`config.mk`:
```
export PLATFORM = sky130hd
export DESIGN_NAME = mem_stream_reader
export DESIGN_NICKNAME = d
export VERILOG_FILES = /design/src/rtl/mem_stream_reader.sv
export SDC_FILE = /design/constraint.sdc
export NUM_CORES = 1
export LEC_CHECK = 0
export ABC_AREA = 1
export ABC_CLOCK_PERIOD_IN_PS = 3200
export CORE_MARGIN = 1.5
export CORE_UTILIZATION = 61
export DETAILED_ROUTE_END_ITERATION = 6
export PLACE_DENSITY_LB_ADDON = 0.12
export REMOVE_ABC_BUFFERS = 1
export SLEW_MARGIN = 20
export SYNTH_ARGS = -nofsm -noshare
export SYNTH_HDL_FRONTEND = slang
export SYNTH_SLANG_ARGS = --single-unit
export TNS_END_PERCENT = 10
```
`constraint.sdc`:
```
create_clock -name i_clk -period 3.2 [get_ports i_clk]
set_input_delay 0.48 -clock i_clk [delete_from_list [all_inputs] [get_ports i_clk]]
set_output_delay 0.48 -clock i_clk [all_outputs]
set_load 0.02 [all_outputs]
```
`src/rtl/mem_stream_reader.sv`:
```
// Burst read client for a single-clock dual-port memory: issues credit-limited reads
// and streams the returned words through a 4-entry buffer. Optional: MEM_STREAM_READER_WRAP_EN.
module mem_stream_reader #(
    parameter int DATA_WIDTH = 8,
    parameter int ADDR_WIDTH = 6,
    parameter int LEN_WIDTH  = ADDR_WIDTH + 1
) (
    input  logic                  i_clk,
    input  logic                  i_rst_n,
    input  logic                  i_start,
    input  logic [ADDR_WIDTH-1:0] i_base_addr,
    input  logic [LEN_WIDTH-1:0]  i_len,
    output logic                  o_busy,
    output logic                  o_done,
    output logic                  o_err,
    output logic                  o_mem_rd,
    output logic [ADDR_WIDTH-1:0] o_mem_addr,
    input  logic [DATA_WIDTH-1:0] i_mem_rddata,
    output logic                  o_valid,
    input  logic                  i_ready,
    output logic [DATA_WIDTH-1:0] o_data,
    output logic                  o_last
);

    localparam int DEPTH = 2**ADDR_WIDTH;
    localparam int SUM_W = ((ADDR_WIDTH > LEN_WIDTH) ? ADDR_WIDTH : LEN_WIDTH) + 1;

    typedef enum logic [1:0] {IDLE, RUN, DRAIN} state_t;

    state_t                  state_q, state_d;
    logic                    busy_q, busy_d;
    logic                    done_q, done_d;
    logic                    err_q, err_d;
    logic                    rd_q, rd_d;
    logic [ADDR_WIDTH-1:0]   addr_q, addr_d;
    logic [ADDR_WIDTH-1:0]   issue_addr_q, issue_addr_d;
    logic [LEN_WIDTH-1:0]    len_q, len_d;
    logic [LEN_WIDTH-1:0]    issued_q, issued_d;
    logic [LEN_WIDTH-1:0]    dlv_q, dlv_d;
    logic                    pend_q;
    logic [DATA_WIDTH-1:0]   fifo_q [4];
    logic [1:0]              wr_ptr_q, rd_ptr_q;
    logic [2:0]              count_q, count_d;

    logic                    push, pop, issue, credit_ok, req_reject;
    logic [2:0]              in_flight;

    // Reject requests that would run past the top of memory unless wrapping is enabled.
`ifdef MEM_STREAM_READER_WRAP_EN
    assign req_reject = 1'b0;
`else
    logic [SUM_W-1:0] req_sum;
    assign req_sum    = SUM_W'(i_base_addr) + SUM_W'(i_len);
    assign req_reject = (req_sum > SUM_W'(DEPTH));
`endif

    assign o_valid   = (count_q != 3'd0);
    assign o_data    = fifo_q[rd_ptr_q];
    assign o_last    = o_valid && (dlv_q == len_q - LEN_WIDTH'(1));
    assign o_busy    = busy_q;
    assign o_done    = done_q;
    assign o_err     = err_q;
    assign o_mem_rd  = rd_q;
    assign o_mem_addr = addr_q;

    // A strobe occupies one stage in rd_q and one in pend_q before its data lands in the buffer.
    assign push      = pend_q;
    assign pop       = o_valid && i_ready;
    assign in_flight = {2'b00, rd_q} + {2'b00, pend_q};
    assign credit_ok = ((count_q + in_flight) < 3'd4);
    assign issue     = (state_q == RUN) && (issued_q != len_q) && credit_ok;

    always_comb begin
        state_d      = state_q;
        busy_d       = busy_q;
        done_d       = 1'b0;
        err_d        = 1'b0;
        rd_d         = issue;
        addr_d       = issue ? issue_addr_q : addr_q;
        issue_addr_d = issue ? issue_addr_q + ADDR_WIDTH'(1) : issue_addr_q;
        len_d        = len_q;
        issued_d     = issue ? issued_q + LEN_WIDTH'(1) : issued_q;
        dlv_d        = pop ? dlv_q + LEN_WIDTH'(1) : dlv_q;
        count_d      = count_q + {2'b00, push} - {2'b00, pop};
        case (state_q)
            IDLE: begin
                if (i_start) begin
                    if (i_len == '0) begin
                        done_d = 1'b1;
                    end else if (req_reject) begin
                        err_d = 1'b1;
                    end else begin
                        state_d      = RUN;
                        busy_d       = 1'b1;
                        len_d        = i_len;
                        issue_addr_d = i_base_addr;
                        issued_d     = '0;
                        dlv_d        = '0;
                    end
                end
            end
            RUN: begin
                if (issue && (issued_q == len_q - LEN_WIDTH'(1))) begin
                    state_d = DRAIN;
                end
            end
            DRAIN: begin
                if (pop && o_last) begin
                    state_d = IDLE;
                    busy_d  = 1'b0;
                    done_d  = 1'b1;
                end
            end
            default: state_d = IDLE;
        endcase
    end

    always_ff @(posedge i_clk or negedge i_rst_n) begin
        if (!i_rst_n) begin
            state_q      <= IDLE;
            busy_q       <= 1'b0;
            done_q       <= 1'b0;
            err_q        <= 1'b0;
            rd_q         <= 1'b0;
            addr_q       <= '0;
            issue_addr_q <= '0;
            len_q        <= '0;
            issued_q     <= '0;
            dlv_q        <= '0;
            pend_q       <= 1'b0;
            wr_ptr_q     <= 2'd0;
            rd_ptr_q     <= 2'd0;
            count_q      <= 3'd0;
            for (int i = 0; i < 4; i++) begin
                fifo_q[i] <= '0;
            end
        end else begin
            state_q      <= state_d;
            busy_q       <= busy_d;
            done_q       <= done_d;
            err_q        <= err_d;
            rd_q         <= rd_d;
            addr_q       <= addr_d;
            issue_addr_q <= issue_addr_d;
            len_q        <= len_d;
            issued_q     <= issued_d;
            dlv_q        <= dlv_d;
            pend_q       <= rd_q;
            count_q      <= count_d;
            if (push) begin
                fifo_q[wr_ptr_q] <= i_mem_rddata;
                wr_ptr_q         <= wr_ptr_q + 2'd1;
            end
            if (pop) begin
                rd_ptr_q <= rd_ptr_q + 2'd1;
            end
        end
    end

endmodule

```
==> reports/metrics.yaml, run 1 <==
status: "completed"
clkPwrFrac_pct: 15.3
drt_iter0_drc: 170
die_h_um: 87.5
vias: 3605
htree_levels: 3
fin_crit_sh_pct: 89.2
clock_latency_ns: 0.35
hold_viol: 0
num-nets-final: 645
relSlewSlack_pct: 34.6
netlist.area_leader.share_pct: 45.4
drc_errors: 0
drive_gt1_share_pct: 4.13
post-route-min-period_ns: 2.85
ys_seq_area_share_pct: 45.4
grtUsageTotal_pct: 25.5
area_delta_synth_final_pct: 16.0
end_kind: "primary output"
drtPass1Iterations: 4
synth_seq_cells: 79
ys_types: 29
cts.sinks: 79
wire_per_inst_um: 12.5
cellLeakagePower_uw: 0.00268
ff2ff_setup_slack_ns: 0.79
peakVddDrop_uv: 421
place_hpwl_mm: 6.34
final-setup-viol-count: 0
via_per_inst: 5.14
hold_class: "in2async"
row_count: 30
p_seq_share_pct: 37.0
worstPathRequired_ns: 2.72
intPower_uw: 2830
cts_tree: "done"
n_antenna_cell: 0
syn_inst: 560
cts_buffers: 9
wl_mm: 8.76
yosysWarnings: 0
final_common_cell: "nand2_1"
yosysTopAreaCell: "dfrtp_1"
setup_tns_ns: 0
antenna_left: 0
hold-worst-slack_ns: 0.284
cap_viol_max_count: 0
switching_share_pct: 43.7
fp.dieW_um: 87.5
grt_max_degree: 80
initial_core_util_pct: 63.7
core_mm2: 0.00683
rsz0062_at_grt: "false"
syn_area_mm2: 0.00435
clk_pin_slew_ns: 0.08
layout_common_cells: "nand2_1 (160), dfrtp_1 (79), inv_1 (75)"
num_io_pins: 45
antenna_found_initial: 0
grt_pass1_wl_mm: 15.3
cp-start-kind: "flop"
yosys-top-cells-area: "dfrtp_1 (45%), nand2_1 (14%), o21ai_0 (7.6%)"
power_density_mw_per_mm2: 997
grt_pass1_vias: 3406
tightestPinTransition_ns: 0.981
cp.arrival_ns: 2.37
gp_congestion: 0.854
pwr-share-comb_pct: 47.8
cts_buffer_depth: 2
slew_violations: 0
max_freq_ghz: 0.350
grt_overflow: 0
cts_root_buffer: "clkbuf_8"
critPathMaxFanout: 18
io_buffer_count: 44
crit_type: "reg2out"
die_area_mm2: 0.00765
fin_skew_ns: 0.0162
switchingPower_uw: 2200
syn-mean-instance-area_um2: 7.77
==> layout make-up <==
type | count | area, um2
multi-input cells | 387 | 2000
flip-flops and latches | 79 | 1980
fillers | 562 | 1790
repair buffers | 46 | 455
inverters | 78 | 293
clock buffers | 10 | 138
well taps | 96 | 120
clock inverters | 6 | 67.6
==> cells by family (layout without fill, tap and decap cells) <==
kind of cell / count (synthesis) / after routing / share of synthesized area, %
AOI/OAI and AO/OA: 81 / 81 / 9.66
xor gates and xnor gates: 31 / 31 / 6.24
adders and majority gates: 19 / 19 / 5.81
buffers and inverters: 94 / 140 / 8.77
DFF: 79 / 79 / 45.4
and+or+nand+nor: 256 / 256 / 24.1
==> through the flow <==
stage / total power [uW] / worst slack (ns) / instances / area (um2) / utilization, %
finish: 5030 / 0.346 / 702 / 5050 / 73.9
global placement: 4160 / 0.359 / 686 / 4840 / 70.8
detailed placement: 4280 / 0.233 / 686 / 4840 / 70.8
global route: 5510 / 0.192 / 702 / 5050 / 73.9
CTS: 5060 / 0.0410 / 702 / 5040 / 73.8
floorplan: 3470 / 0.839 / 544 / 4260 / -
==> cells in the mapped netlist <==
library cell,count
a21o_1,1
a21oi_1,3
and2_4,1
and3_1,1
buf_2,4
buf_6,3
clkbuf_1,8
clkbuf_2,1
clkinv_1,1
dfrtp_1,79
fa_1,2
ha_1,17
inv_1,75
inv_2,2
nand2_1,160
nand2_2,2
nand3_1,28
nand3b_1,2
nand4_1,8
nor2_1,48
nor3_1,2
nor4_1,3
o21a_1,1
o21ai_0,66
o21ai_1,2
o22ai_1,8
or2_1,1
xnor2_1,13
xor2_1,18
==> final timing paths <==
path | from | end | cells past startpoint
max in group asynchronous | i_rst_n | dlv_q[5] | 1
hold reg to reg | o_mem_rd | pend_q | 0
hold / removal | i_rst_n | fifo_q[7] | 1
setup / recovery | rd_ptr_q[0] | o_data[5] | 4
min in group i_clk | o_mem_rd | pend_q | 0
setup reg to reg | count_q[1] | count_q[2] | 10
==> worst max-delay path, stage by stage (launching register included) <==
cell	delay, ns
dfrtp_1	0.59
inv_1	0.49
o21ai_0	0.15
o22ai_1	0.16
clkdlybuf4s50_1	0.63
==> power groups by stage <==
stage,Sequential [uW],Combinational (uW),Clock (uW)
2_1_floorplan,1820,1650,0
3_3_place_gp,1850,2310,0
3_5_place_dp,1870,2410,0
4_1_cts,1860,2420,778
5_1_grt,1920,2760,829
6_report,1860,2400,768
==> sequential cells by signal, summed over array words and instances (netlist names) <==
register / count
issue_addr_q: 6
pend_q: 1
state_q: 2
o_err: 1
dlv_q: 7
o_mem_addr: 6
wr_ptr_q: 2
fifo_q: 32
rd_ptr_q: 2
count_q: 3
o_mem_rd: 1
issued_q: 7
o_busy: 1
o_done: 1
len_q: 7
==> routing by layer <==
layer  routed length [um]  track usage [%]  part of all wire (%)
met3                  277             3.60                   3.2
met5                    0                0                     0
met2                 4260             42.7                    49
met4                  143             10.2                   1.6
met1                 4080             33.4                    47
==> timing repair <==
item / CTS / global route
hold buffers: 0 / 0
setup buffers: 0 / 0
endpoints found under the setup margin: 0 / 1
endpoints found under the hold margin: 0 / 0
gates resized for setup: 0 / 2
Power figures use the tool's default switching activity.
==> run 2, diff against run 1 <==
--- a/config.mk
+++ b/config.mk
@@ -7,8 +7,9 @@
 export LEC_CHECK = 0
 export ABC_AREA = 1
 export ABC_CLOCK_PERIOD_IN_PS = 3200
+export CAP_MARGIN = 20
 export CORE_MARGIN = 1.5
-export CORE_UTILIZATION = 61
+export CORE_UTILIZATION = 38
 export DETAILED_ROUTE_END_ITERATION = 6
 export PLACE_DENSITY_LB_ADDON = 0.12
 export REMOVE_ABC_BUFFERS = 1
==> reports/metrics.yaml, run 2 (synthesis results as in run 1) <==
critPathTopFamily: "buffers and inverters"  # unchanged
worstPathBufferInverterCount: 3  # was 2
place_hpwl_mm: 6.57  # was 6.34 mm
hold_viol: 0  # unchanged
setup_tns_ns: 0  # unchanged
design_area_mm2: 0.00523  # was 0.00505 mm2
status: "completed"  # unchanged
hold_buffers: 0  # unchanged
regMostFlops: "fifo_q"  # unchanged
largest_register_ffs: 32  # unchanged
grt_pass1_wl_mm: 15.9  # was 15.3 mm
grt_overflow: 0  # unchanged
drive_gt1_share_pct: 4.28  # was 4.13%
rsz0062_at_grt: "false"  # unchanged
antenna_left: 0  # unchanged
io_buffer_count: 44  # unchanged
grt_pass1_vias: 3426  # was 3,406
cap_viol_max_count: 0  # unchanged
drtPass1Iterations: 5  # was 4
tightestPinTransition_ns: 0.728  # was 0.981 ns
drc_errors: 0  # unchanged
drt_iter0_drc: 194  # was 170
pwr-share-comb_pct: 45.7  # was 47.8%
area_delta_synth_final_pct: 20.1  # was 16.0%
postCtsSetupRepairBufs: 0  # unchanged
n_antenna_cell: 0  # unchanged
post-route-min-period_ns: 2.98  # was 2.85 ns
critPathSlowestCell: "clkdlybuf4s50_1"  # unchanged
gp_congestion: 0.866  # was 0.854
via_per_inst: 4.77  # was 5.14
fin_skew_ns: 0.0103  # was 0.0162 ns
layout_common_cells: "nand2_1 (160), dfrtp_1 (79), inv_1 (75)"  # unchanged
cp_cell_sequence: "inv_1 -> ha_1 -> inv_1 -> nand2_1 -> nand2_1 -> nand2_1 -> nand2_1 -> nor2_1 -> nand2_1 -> nor2_1 -> and3_1 -> clkdlybuf4s50_1"  # was inv_1 -> o21ai_0 -> o22ai_1 -> clkdlybuf4s50_1
post-route-util_pct: 47.6  # was 73.9%
worstPathRequired_ns: 2.72  # about the same
hold-worst-slack_ns: 0.168  # was 0.284 ns
dpl_cell_area_mm2: 0.00491  # was 0.00484 mm2
fillers: 1067  # was 562
relSlewSlack_pct: 51.5  # was 34.6%
fp.dieW_um: 110  # was 87.5 um
clock_latency_ns: 0.34  # was 0.35 ns
crit_type: "reg2out"  # unchanged
max_stage_delay_ns: 0.61  # was 0.63 ns
p_seq_share_pct: 34.1  # was 37.0%
end_kind: "primary output"  # unchanged
cellLeakagePower_uw: 0.00273  # was 0.00268 uW
ctsResizeCount: 0  # unchanged
antenna_found_initial: 0  # unchanged
cts_buffers: 9  # unchanged
max_freq_ghz: 0.335  # was 0.350 GHz
fin_crit_sh_pct: 93.2  # was 89.2%
final-setup-viol-count: 0  # unchanged
peakVddDrop_uv: 423  # was 421 uV
cp.arrival_ns: 2.50  # was 2.37 ns
cp_common_cell: "nand2_1"
cts_buffer_depth: 2  # unchanged
cts.sinks: 79  # unchanged
grt_max_degree: 80  # unchanged
intPower_uw: 3110  # was 2830 uW
grtUsageTotal_pct: 17.1  # was 25.5%
cp-start-kind: "flop"  # unchanged
final_common_cell: "nand2_1"  # unchanged
switching_share_pct: 41.7  # was 43.7%
wire_per_inst_um: 12.4  # was 12.5 um
cts_tree: "done"  # unchanged
die_h_um: 110  # was 87.5 um
initial_core_util_pct: 39.6  # was 63.7%
wl_mm: 9.29  # was 8.76 mm
row_count: 38  # was 30
slew_violations: 0  # unchanged
switchingPower_uw: 2230  # was 2200 uW
die_area_mm2: 0.0121  # was 0.00765 mm2
cts_root_buffer: "clkbuf_16"  # was clkbuf_8
vias: 3567  # was 3,605
htree_levels: 3  # unchanged
num_io_pins: 45  # unchanged
num-nets-final: 647  # was 645
critPathMaxFanout: 5  # was 18
power_density_mw_per_mm2: 1020  # was 997 mW/mm2
clk_pin_slew_ns: 0.07  # was 0.08 ns
core_mm2: 0.0110  # was 0.00683 mm2
hold_class: "in2async"  # unchanged
clkPwrFrac_pct: 20.2  # was 15.3%
run 2: power by group through the flow:
stage          Combinational [uW]  Sequential, uW  Clock [uW]
6_report                     2440            1820        1080
5_1_grt                      2800            1890        1150
4_1_cts                      2480            1830        1110
3_5_place_dp                 2470            1840           0
3_3_place_gp                 2440            1830           0
2_1_floorplan                1650            1820           0
run 2: final cells by class:
type	instances	area, um2	share of cell area (%)
Timing Repair Buffer	48	472	9.03
Clock buffer	11	253	4.84
Tap cell	140	175	3.35
Clock inverter	5	63.8	1.22
Multi-Input combinational cell	387	1990	38.1
Sequential cell	79	1980	37.8
Inverter	78	293	5.60
run 2: per-layer routing:
metal,global-route usage (%),up-vias,share of wire (%)
met4,6.40,0,1.9
met2,29.7,74,47
li1,-,1857,-
met3,3.82,12,4.6
met5,0,-,0
met1,20.6,1624,46
run 2: path summary, 6_finish.rpt:
kind / from / endpoint / slack (ns) / cells past startpoint
min reg2reg: o_mem_rd / pend_q / 0.44 / 0
max reg2reg: count_q[1] / count_q[2] / 0.81 / 10
max: len_q[0] / o_last / 0.22 / 12
min in group i_clk: o_mem_rd / pend_q / 0.44 / 0
max in group asynchronous: i_rst_n / issued_q[6] / 2.52 / 1
min: i_rst_n / fifo_q[3] / 0.17 / 1
run 2: per-stage QoR:
step           worst slack (ns)  total power [uW]  std cells
2_1_floorplan             0.839              3470        544
3_3_place_gp              0.380              4270        732
5_1_grt                  0.0437              5840        748
6_report                  0.217              5340        748
4_1_cts                   0.177              5420        748
3_5_place_dp              0.305              4310        732
run 2: worst register-to-register path, cell delays in order, from the launching register on:
cell and delay (ns):
dfrtp_1 0.45, nor2_1 0.13, nand2_1 0.10, nand2_1 0.18
clkinv_1 0.30, ha_1 0.37, inv_1 0.06, ha_1 0.14
inv_1 0.05, fa_1 0.37, xnor2_1 0.14
